File: config.mk
export PLATFORM = sky130hd
export DESIGN_NAME = masked_compare_pipe_flat
export DESIGN_NICKNAME = d
export VERILOG_FILES = /design/src/rtl/masked_compare_pipe_if.sv /design/src/rtl/masked_compare_pipe.sv /design/src/flat_wrapper.sv
export SDC_FILE = /design/constraint.sdc
export NUM_CORES = 1
export LEC_CHECK = 0
export CORE_MARGIN = 2
export CORE_UTILIZATION = 50
export DETAILED_ROUTE_END_ITERATION = 10
export PLACE_DENSITY = 0.88
export SYNTH_ARGS = -nofsm -noshare
export SYNTH_HDL_FRONTEND = slang
export SYNTH_SLANG_ARGS = --single-unit
File: constraint.sdc
create_clock -name clk -period 2.28 [get_ports clk]
set_clock_uncertainty 0.1 [all_clocks]
set_input_delay 0.228 -clock clk [delete_from_list [all_inputs] [get_ports clk]]
set_output_delay 0.228 -clock clk [all_outputs]
set_load 0.05 [all_outputs]
File: src/rtl/masked_compare_pipe_if.sv
// Stream interface for masked_compare_pipe.
// Groups the input beat handshake (in_valid/in_ready/in_data) and the result handshake
// (out_valid/out_ready/out_match/out_any/out_data).
//   master : data source and result sink (drives in_valid, in_data, out_ready)
//   slave  : the comparator stage (drives in_ready and all out_* result signals)
interface masked_compare_pipe_if #(
    parameter int unsigned WIDTH    = 8,
    parameter int unsigned CHANNELS = 4
);
    logic                in_valid;
    logic                in_ready;
    logic [WIDTH-1:0]    in_data;
    logic                out_valid;
    logic                out_ready;
    logic [CHANNELS-1:0] out_match;
    logic                out_any;
    logic [WIDTH-1:0]    out_data;

    modport master (
        output in_valid,
        output in_data,
        output out_ready,
        input  in_ready,
        input  out_valid,
        input  out_match,
        input  out_any,
        input  out_data
    );

    modport slave (
        input  in_valid,
        input  in_data,
        input  out_ready,
        output in_ready,
        output out_valid,
        output out_match,
        output out_any,
        output out_data
    );
endinterface

File: src/rtl/masked_compare_pipe.sv
// masked_compare_pipe: streaming multi-channel comparator, one registered pipeline stage.
// Each accepted beat is compared against CHANNELS programmable patterns, each with its own
// mode (00 EQ, 01 NEQ, 10 WEQ, 11 WNEQ) and don't-care mask (wildcard modes only).
// Any X/Z on a compared input bit forces that channel's result to 0.
//
// Ports:
//   clk, rst        rising-edge clock, synchronous active-high reset
//   cfg_we/cfg_ch   config write strobe and target channel (out-of-range writes ignored)
//   cfg_mode/cfg_pattern/cfg_mask  config values committed at the clock edge
//   bus             stream interface (slave): in_valid/in_ready/in_data in,
//                   out_valid/out_ready/out_match/out_any/out_data out
//   cnt_clr         clear all hit counters
//   hit_cnt         per-channel saturating hit counters, ch0 in the LSBs
//
// Optional feature: define MATCH_CNT_EN to build the per-channel hit counters. Without it,
// hit_cnt is tied to 0 and cnt_clr is ignored.
module masked_compare_pipe #(
    parameter int unsigned WIDTH    = 8,
    parameter int unsigned CHANNELS = 4,
    parameter int unsigned CNT_W    = 16,
    localparam int unsigned CH_W    = (CHANNELS > 1) ? $clog2(CHANNELS) : 1
) (
    input  logic                      clk,
    input  logic                      rst,
    input  logic                      cfg_we,
    input  logic [CH_W-1:0]           cfg_ch,
    input  logic [1:0]                cfg_mode,
    input  logic [WIDTH-1:0]          cfg_pattern,
    input  logic [WIDTH-1:0]          cfg_mask,
    input  logic                      cnt_clr,
    output logic [CHANNELS*CNT_W-1:0] hit_cnt,
    masked_compare_pipe_if.slave      bus
);

    // ------------------------------------------------------------------
    // Per-channel configuration
    // ------------------------------------------------------------------
    logic [1:0]       mode_q    [CHANNELS];
    logic [1:0]       mode_d    [CHANNELS];
    logic [WIDTH-1:0] pattern_q [CHANNELS];
    logic [WIDTH-1:0] pattern_d [CHANNELS];
    logic [WIDTH-1:0] mask_q    [CHANNELS];
    logic [WIDTH-1:0] mask_d    [CHANNELS];

    // Only indices that exist are matched, so an out-of-range cfg_ch selects nothing.
    always_comb begin
        for (int c = 0; c < int'(CHANNELS); c++) begin
            mode_d[c]    = mode_q[c];
            pattern_d[c] = pattern_q[c];
            mask_d[c]    = mask_q[c];
            if (cfg_we && (cfg_ch == CH_W'(c))) begin
                mode_d[c]    = cfg_mode;
                pattern_d[c] = cfg_pattern;
                mask_d[c]    = cfg_mask;
            end
        end
    end

    always_ff @(posedge clk) begin
        for (int c = 0; c < int'(CHANNELS); c++) begin
            if (rst) begin
                mode_q[c]    <= 2'b00;
                pattern_q[c] <= '0;
                mask_q[c]    <= '0;
            end else begin
                mode_q[c]    <= mode_d[c];
                pattern_q[c] <= pattern_d[c];
                mask_q[c]    <= mask_d[c];
            end
        end
    end

    // ------------------------------------------------------------------
    // Compare (uses the registered config, so a same-cycle write is not yet visible)
    // ------------------------------------------------------------------
    // mode[1] selects the wildcard (masked) forms, mode[0] inverts the result.
    logic [CHANNELS-1:0] cmp;

    always_comb begin
        logic [WIDTH-1:0] care;
        logic [WIDTH-1:0] diff;
        logic [WIDTH-1:0] xbits;
        logic             known;
        logic             same;
        cmp = '0;
        for (int c = 0; c < int'(CHANNELS); c++) begin
            care  = mode_q[c][1] ? ~mask_q[c] : {WIDTH{1'b1}};
            diff  = (bus.in_data ^ pattern_q[c]) & care;
            // a ^ a is 0 for a known bit and X for an X/Z bit; masked bits drop out.
            xbits = (bus.in_data ^ bus.in_data) & care;
            known = (xbits === {WIDTH{1'b0}});
            same  = (diff == {WIDTH{1'b0}});
            cmp[c] = known ? (same ^ mode_q[c][0]) : 1'b0;
        end
    end

    // ------------------------------------------------------------------
    // Output register stage
    // ------------------------------------------------------------------
    logic                out_valid_q, out_valid_d;
    logic [CHANNELS-1:0] out_match_q, out_match_d;
    logic [WIDTH-1:0]    out_data_q,  out_data_d;
    logic                accept;
    logic                handshake;

    assign bus.in_ready = !out_valid_q || bus.out_ready;
    assign accept       = bus.in_valid && bus.in_ready;
    assign handshake    = out_valid_q && bus.out_ready;

    always_comb begin
        out_valid_d = out_valid_q;
        out_match_d = out_match_q;
        out_data_d  = out_data_q;
        if (accept) begin
            out_valid_d = 1'b1;
            out_match_d = cmp;
            out_data_d  = bus.in_data;
        end else if (handshake) begin
            out_valid_d = 1'b0;
        end
    end

    always_ff @(posedge clk) begin
        if (rst) begin
            out_valid_q <= 1'b0;
            out_match_q <= '0;
            out_data_q  <= '0;
        end else begin
            out_valid_q <= out_valid_d;
            out_match_q <= out_match_d;
            out_data_q  <= out_data_d;
        end
    end

    assign bus.out_valid = out_valid_q;
    assign bus.out_match = out_match_q;
    assign bus.out_any   = |out_match_q;
    assign bus.out_data  = out_data_q;

    // ------------------------------------------------------------------
    // Hit counters
    // ------------------------------------------------------------------
`ifdef MATCH_CNT_EN
    logic [CNT_W-1:0] cnt_q [CHANNELS];
    logic [CNT_W-1:0] cnt_d [CHANNELS];

    // Clear wins over a same-cycle increment; counters stick at all-ones.
    always_comb begin
        for (int c = 0; c < int'(CHANNELS); c++) begin
            cnt_d[c] = cnt_q[c];
            if (cnt_clr) begin
                cnt_d[c] = '0;
            end else if (handshake && out_match_q[c] && (cnt_q[c] != {CNT_W{1'b1}})) begin
                cnt_d[c] = cnt_q[c] + CNT_W'(1);
            end
        end
    end

    always_ff @(posedge clk) begin
        for (int c = 0; c < int'(CHANNELS); c++) begin
            if (rst) begin
                cnt_q[c] <= '0;
            end else begin
                cnt_q[c] <= cnt_d[c];
            end
        end
    end

    always_comb begin
        hit_cnt = '0;
        for (int c = 0; c < int'(CHANNELS); c++) begin
            hit_cnt[c*CNT_W +: CNT_W] = cnt_q[c];
        end
    end
`else
    logic unused_cnt_clr;
    assign unused_cnt_clr = cnt_clr;
    assign hit_cnt        = '0;
`endif

endmodule

File: src/flat_wrapper.sv
// flat-port wrapper written by rule: the top's interface ports become plain ports
module masked_compare_pipe_flat 
#(
    parameter int unsigned WIDTH    = 8,
    parameter int unsigned CHANNELS = 4,
    parameter int unsigned CNT_W    = 16,
    localparam int unsigned CH_W    = (CHANNELS > 1) ? $clog2(CHANNELS) : 1
)
  (clk, rst, cfg_we, cfg_ch, cfg_mode, cfg_pattern, cfg_mask, cnt_clr, hit_cnt, bus_in_valid, bus_in_data, bus_out_ready, bus_in_ready, bus_out_valid, bus_out_match, bus_out_any, bus_out_data);
  masked_compare_pipe_if #(.WIDTH(WIDTH), .CHANNELS(CHANNELS)) bus_i ();
  input  logic clk;
  input  logic rst;
  input  logic cfg_we;
  input  logic [CH_W-1:0] cfg_ch;
  input  logic [1:0] cfg_mode;
  input  logic [WIDTH-1:0] cfg_pattern;
  input  logic [WIDTH-1:0] cfg_mask;
  input  logic cnt_clr;
  output logic [CHANNELS*CNT_W-1:0] hit_cnt;
  input wire logic [$bits(bus_i.in_valid)-1:0] bus_in_valid;
  input wire logic [$bits(bus_i.in_data)-1:0] bus_in_data;
  input wire logic [$bits(bus_i.out_ready)-1:0] bus_out_ready;
  output wire logic [$bits(bus_i.in_ready)-1:0] bus_in_ready;
  output wire logic [$bits(bus_i.out_valid)-1:0] bus_out_valid;
  output wire logic [$bits(bus_i.out_match)-1:0] bus_out_match;
  output wire logic [$bits(bus_i.out_any)-1:0] bus_out_any;
  output wire logic [$bits(bus_i.out_data)-1:0] bus_out_data;
  assign bus_i.in_valid = bus_in_valid;
  assign bus_i.in_data = bus_in_data;
  assign bus_i.out_ready = bus_out_ready;
  assign bus_in_ready = bus_i.in_ready;
  assign bus_out_valid = bus_i.out_valid;
  assign bus_out_match = bus_i.out_match;
  assign bus_out_any = bus_i.out_any;
  assign bus_out_data = bus_i.out_data;
  masked_compare_pipe #(.WIDTH(WIDTH), .CHANNELS(CHANNELS), .CNT_W(CNT_W)) u_core (.clk(clk), .rst(rst), .cfg_we(cfg_we), .cfg_ch(cfg_ch), .cfg_mode(cfg_mode), .cfg_pattern(cfg_pattern), .cfg_mask(cfg_mask), .cnt_clr(cnt_clr), .hit_cnt(hit_cnt), .bus(bus_i));
endmodule
======== Word-level counts from Yosys, hierarchy flattened ========
Memories as Yosys holds them, arrays and structs flattened.
Cells that the tools add are included.
word-level totals
  register bits ........................... 13
  memory bits (writable) .................. 72
  word-level logic and storage cells ...... 98
  memories ................................ 3
cells by class
  equal/unequal tests ..................... 7
  mux-type cells .......................... 37
  bitwise logic cells ..................... 33
  reductions and logical operators ........ 15
memory list
  memory            depth  width  read ports  clocked after memory_dff  wr ports  RTL line                   source
  u_core.mask_q     4      8      4           0                         4         masked_compare_pipe.sv:42  logic [WIDTH-1:0] mask_q [CHANNELS];
  u_core.pattern_q  4      8      4           0                         4         masked_compare_pipe.sv:40  logic [WIDTH-1:0] pattern_q [CHANNELS];
  u_core.mode_q     4      2      4           0                         4         masked_compare_pipe.sv:38  logic [1:0] mode_q [CHANNELS];
operators by type and width
  kind                 number
  $mux 8               20
  $and 8x8->8          8
  $xor 8x8->8          5
  $eqx 8x1->1 const B  4
  $logic_not 8->1      4
  $not 8->8            4
  $mux 2               8
  $or 1x1->1           12
  $mux 1               9
  $logic_and 1x1->1    6
  $eq 2x2->1 const B   2
  $reduce_or 4->1      1
  $xor 1x1->1          4
  $eq 2x1->1 const B   1
  $logic_not 2->1      1
  $reduce_bool 2->1    1
  $logic_not 1->1      1
  $logic_or 1x1->1     1

======== Depth between registers and ports, before layout ========
An unclocked memory read counts as a cell.
  depth in word-level cells ............... 7
  mapped depth ............................ 6

======== Worst setup path after synthesis ========
Ideal clock, no wire load.
  path kind ............................... reg-to-reg
  from .................................... reg u_core.out_valid_q (netlist: u_core.bus.out_valid)
  to ...................................... reg u_core.out_match_q[2] (netlist: u_core.bus.out_match[2])
  arrival time ............................ 1.836 ns
  data required time ...................... 2.044 ns
  setup slack ............................. 0.208 ns
  stages on the path, launching flop included .. 7
  clock period less this slack ............ 2.072 ns
  cell sequence ........................... dfxtp_1 -> nand2b_1 -> and2_1 -> clkbuf_1 -> buf_2 -> nor2_1 -> nor4_2
between the ends
  cells in the longest elaborated chain, start to end .. 3
ends and longest elaborated chain
  item                    RTL line                    source
  from (decl)             masked_compare_pipe.sv:100  logic out_valid_q, out_valid_d;
  from (signal assigned)  masked_compare_pipe.sv:129  out_valid_q <= out_valid_d;
  $logic_not 1->1         masked_compare_pipe.sv:106  assign bus.in_ready = !out_valid_q || bus.out_ready;
  $logic_or 1x1->1        masked_compare_pipe.sv:106
  net bus_in_ready        flat_wrapper.sv:23          output wire logic [$bits(bus_i.in_ready)-1:0] bus_in_ready;
  $logic_and 1x1->1       masked_compare_pipe.sv:107  assign accept = bus.in_valid && bus.in_ready;
  to (signal assigned)    masked_compare_pipe.sv:130  out_match_q <= out_match_d;
  to (decl)               masked_compare_pipe.sv:101  logic [CHANNELS-1:0] out_match_q, out_match_d;
The timed path passes the listed nets, and every way through them passes these cells.
A chain may end at the register's enable or synchronous reset.

======== Final worst setup path ========
  from .................................... reg u_core.out_match_q[3] (netlist: u_core.bus.out_match[3])
  to ...................................... out bus_out_match[3]
RTL lines
  item       RTL line            source
  to (decl)  flat_wrapper.sv:25  output wire logic [$bits(bus_i.out_match)-1:0] bus_out_match;
No word-level cell between the ends.

==> reports/results.ini <==
[outcome]
status=finished clean

[cells_and_area]
antenna_cells=0
multiInputGateArea_um2=1970
final_nets=596
register_area_um2=1700
final_core_util=0.580
area_growth_pct=11.2
stdcell_count=667
fill_cells=716
drive_above_1_share=0.0549
design_area_um2=4550

[route]
drtIter0Drc=276
drt-wirelength-per-cell_um=13.3
firstDrtPassIters=5
drc_errors=0
vias=3373
wl_um=8860
viasPerCell=5.06
antenna_left=0

[logic_synthesis]
synthTopCellsByArea=dfxtp_1 42%, nand2_1 15%, a21oi_1 13%
synthesis.area_um2=4090
synth_flop_cell=dfxtp_1
synth_top_area_share=0.416
ys_seq_elements=85
postSynth.asyncResetShare=0
ys_seq_area_frac=0.416
synth_edf_count=0
ys_top_cells_by_count=166 x nand2_1, 109 x a21oi_1, 85 x dfxtp_1
yosys.cell_count.top_type=nand2_1
syn_inst=533
syn_area_per_cell_um2=7.68
yosysTopAreaCell=dfxtp_1
synth.distinct_cells=33
ys_warn_count=0

[setup_path]
rr_startpoint=u_core.mode_q[1][1]
timing.critical_path.required_ns=1.95
startpoint_type=flop
r2r_setup_slack_ns=0.63
crit_chain=buf_4 > clkdlybuf4s50_1
worstPathMaxFanout=2
path_class=reg2out
crit_path_end_kind=primary output
ff2ff_path_depth=4
max_stage_delay_ns=0.80
critPathArrivalTime_ns=1.67
worstSetupStartpoint=u_core.bus.out_match[3]
reg2reg_to=u_core.bus.out_match[1]
slowest_stage=clkdlybuf4s50_1

[floorplan]
die_h_um=94.5
pin_count=113
dieArea_um2=8920
start_util=0.522
row_count=32
dieWidth_um=94.5
core-area_um2=7850

[worst_hold_path]
hp-class=in2reg
hold_path_startpoint=rst
hold_end=u_core.mode_q[1][1]
min_path_cells=2

[global_routing]
antenna_found_initial=0
track_usage=0.206
grt_max_degree=40
grt_overflow_total=0
first_global_vias=3098
grt_pass1_wl_um=14500

[place]
dp_hpwl_um=6570
gp_congestion=0.855
port_buffers=47
dp_cells=653
post_dp_cell_area_um2=4350

[power]
power.leakage_nw=1.67
powerDensity_nw_per_um2=728
p_total_mw=3.32
vdd_drop_max_mv=0.436

[clocking]
cts_buffer_depth=2
numCtsBuffers=9
root_buffer=clkbuf_8
cts_max_level=3
ctsHoldBuffers=0
cts_setup_buffers=0
cts_num_sinks=85
insertion_delay_ns=0.35
path_clk_slew_ns=0.08
cts_tree=built

[timing]
timing.slew.headroom=0.599
fmax_mhz=501
tightest_slew_ns=0.602
setup_tns_ns=0
slew_violations=0
rsz0062_at_grt=false
min_period_ns=2.00
finalCritPeriodShare=0.875
setup_viol=0
hold_viol=0

[flow_run]
drv_cap=0

-- power breakdown --
part	internal (mW)	switching (mW)	leakage, nW
Clock	0.585	0.496	0.102
Combinational	0.173	0.484	0.879
Sequential	1.54	0.0375	0.692
Total	2.30	1.02	1.67
-- logic make-up after synthesis --
kind of cell    synth area share
buf+inv                    0.161
other cells             0.000916
xor+xnor                  0.0685
flops                      0.416
simple gates               0.204
compound gates             0.150
-- critical path, delay by kind of cell (launching register included) --
family	cells	cell delay [ns]
flops	1	0.37
buf+inv	2	0.95
-- state kept, by name, summed over array words and instances, names as in the netlist --
name / count
u_core.bus.out_match: 4
u_core.mode_q: 8
u_core.bus.out_valid: 1
u_core.pattern_q: 32
u_core.mask_q: 32
u_core.bus.out_data: 8
-- per-layer routing --
metal | vias up | routed length [um] | track usage | part of all wire
met1 | 1553 | 3690 | 0.266 | 0.42
met5 | - | 0 | 0 | 0
li1 | 1660 | - | - | -
met3 | 13 | 762 | 0.0367 | 0.086
met4 | 0 | 121 | 0.0773 | 0.014
met2 | 147 | 4280 | 0.345 | 0.48
-- layout make-up --
type                       instances  area share
multi-input combinational        408       0.433
sequential                        85       0.374
timing repair buffer              56       0.120
clock buffer                      13      0.0371
tap                              102      0.0280
clock inverter                     1     0.00660
inverter                           2     0.00165
-- how the worst max path moves through the flow --
stage	endpoint	slack, ns	cells after the start
2_1_floorplan	u_core.bus.out_match[2]	0.21	6
3_3_place_gp	u_core.bus.out_match[2]	0.14	6
3_5_place_dp	u_core.bus.out_match[1]	0.09	6
4_1_cts	bus_out_any	0.02	2
5_1_grt	bus_out_match[3]	0.25	2
6_report	bus_out_match[3]	0.28	2
-- through the flow --
step	worst slack [ns]	hold WS, ns
floorplan	0.208	0.257
global placement	0.141	0.342
detailed placement	0.0940	0.347
CTS	0.0248	0.267
global route	0.248	0.318
finish	0.285	0.285
-- cells in the final DEF (no fill, tap or decap), types with 2 or more instances in the layout --
cell | netlist | routed
a211oi_1 | 3 | 3
a21oi_1 | 109 | 109
and4_1 | 3 | 3
buf_4 | 64 | 9
clkbuf_8 | 0 | 12
clkdlybuf4s50_1 | 0 | 44
conb_1 | 1 | 64
dfxtp_1 | 85 | 85
inv_1 | 2 | 2
nand2_1 | 166 | 166
nor2_1 | 6 | 6
nor4_1 | 6 | 6
nor4_2 | 3 | 3
xnor2_1 | 28 | 28
xor2_1 | 4 | 4
-- what timing repair did --
item,CTS,global route
endpoints found under the setup margin,0,1
resized for setup,0,1
hold endpoints to repair,0,0
No activity file was read; power rests on OpenSTA's default activity.
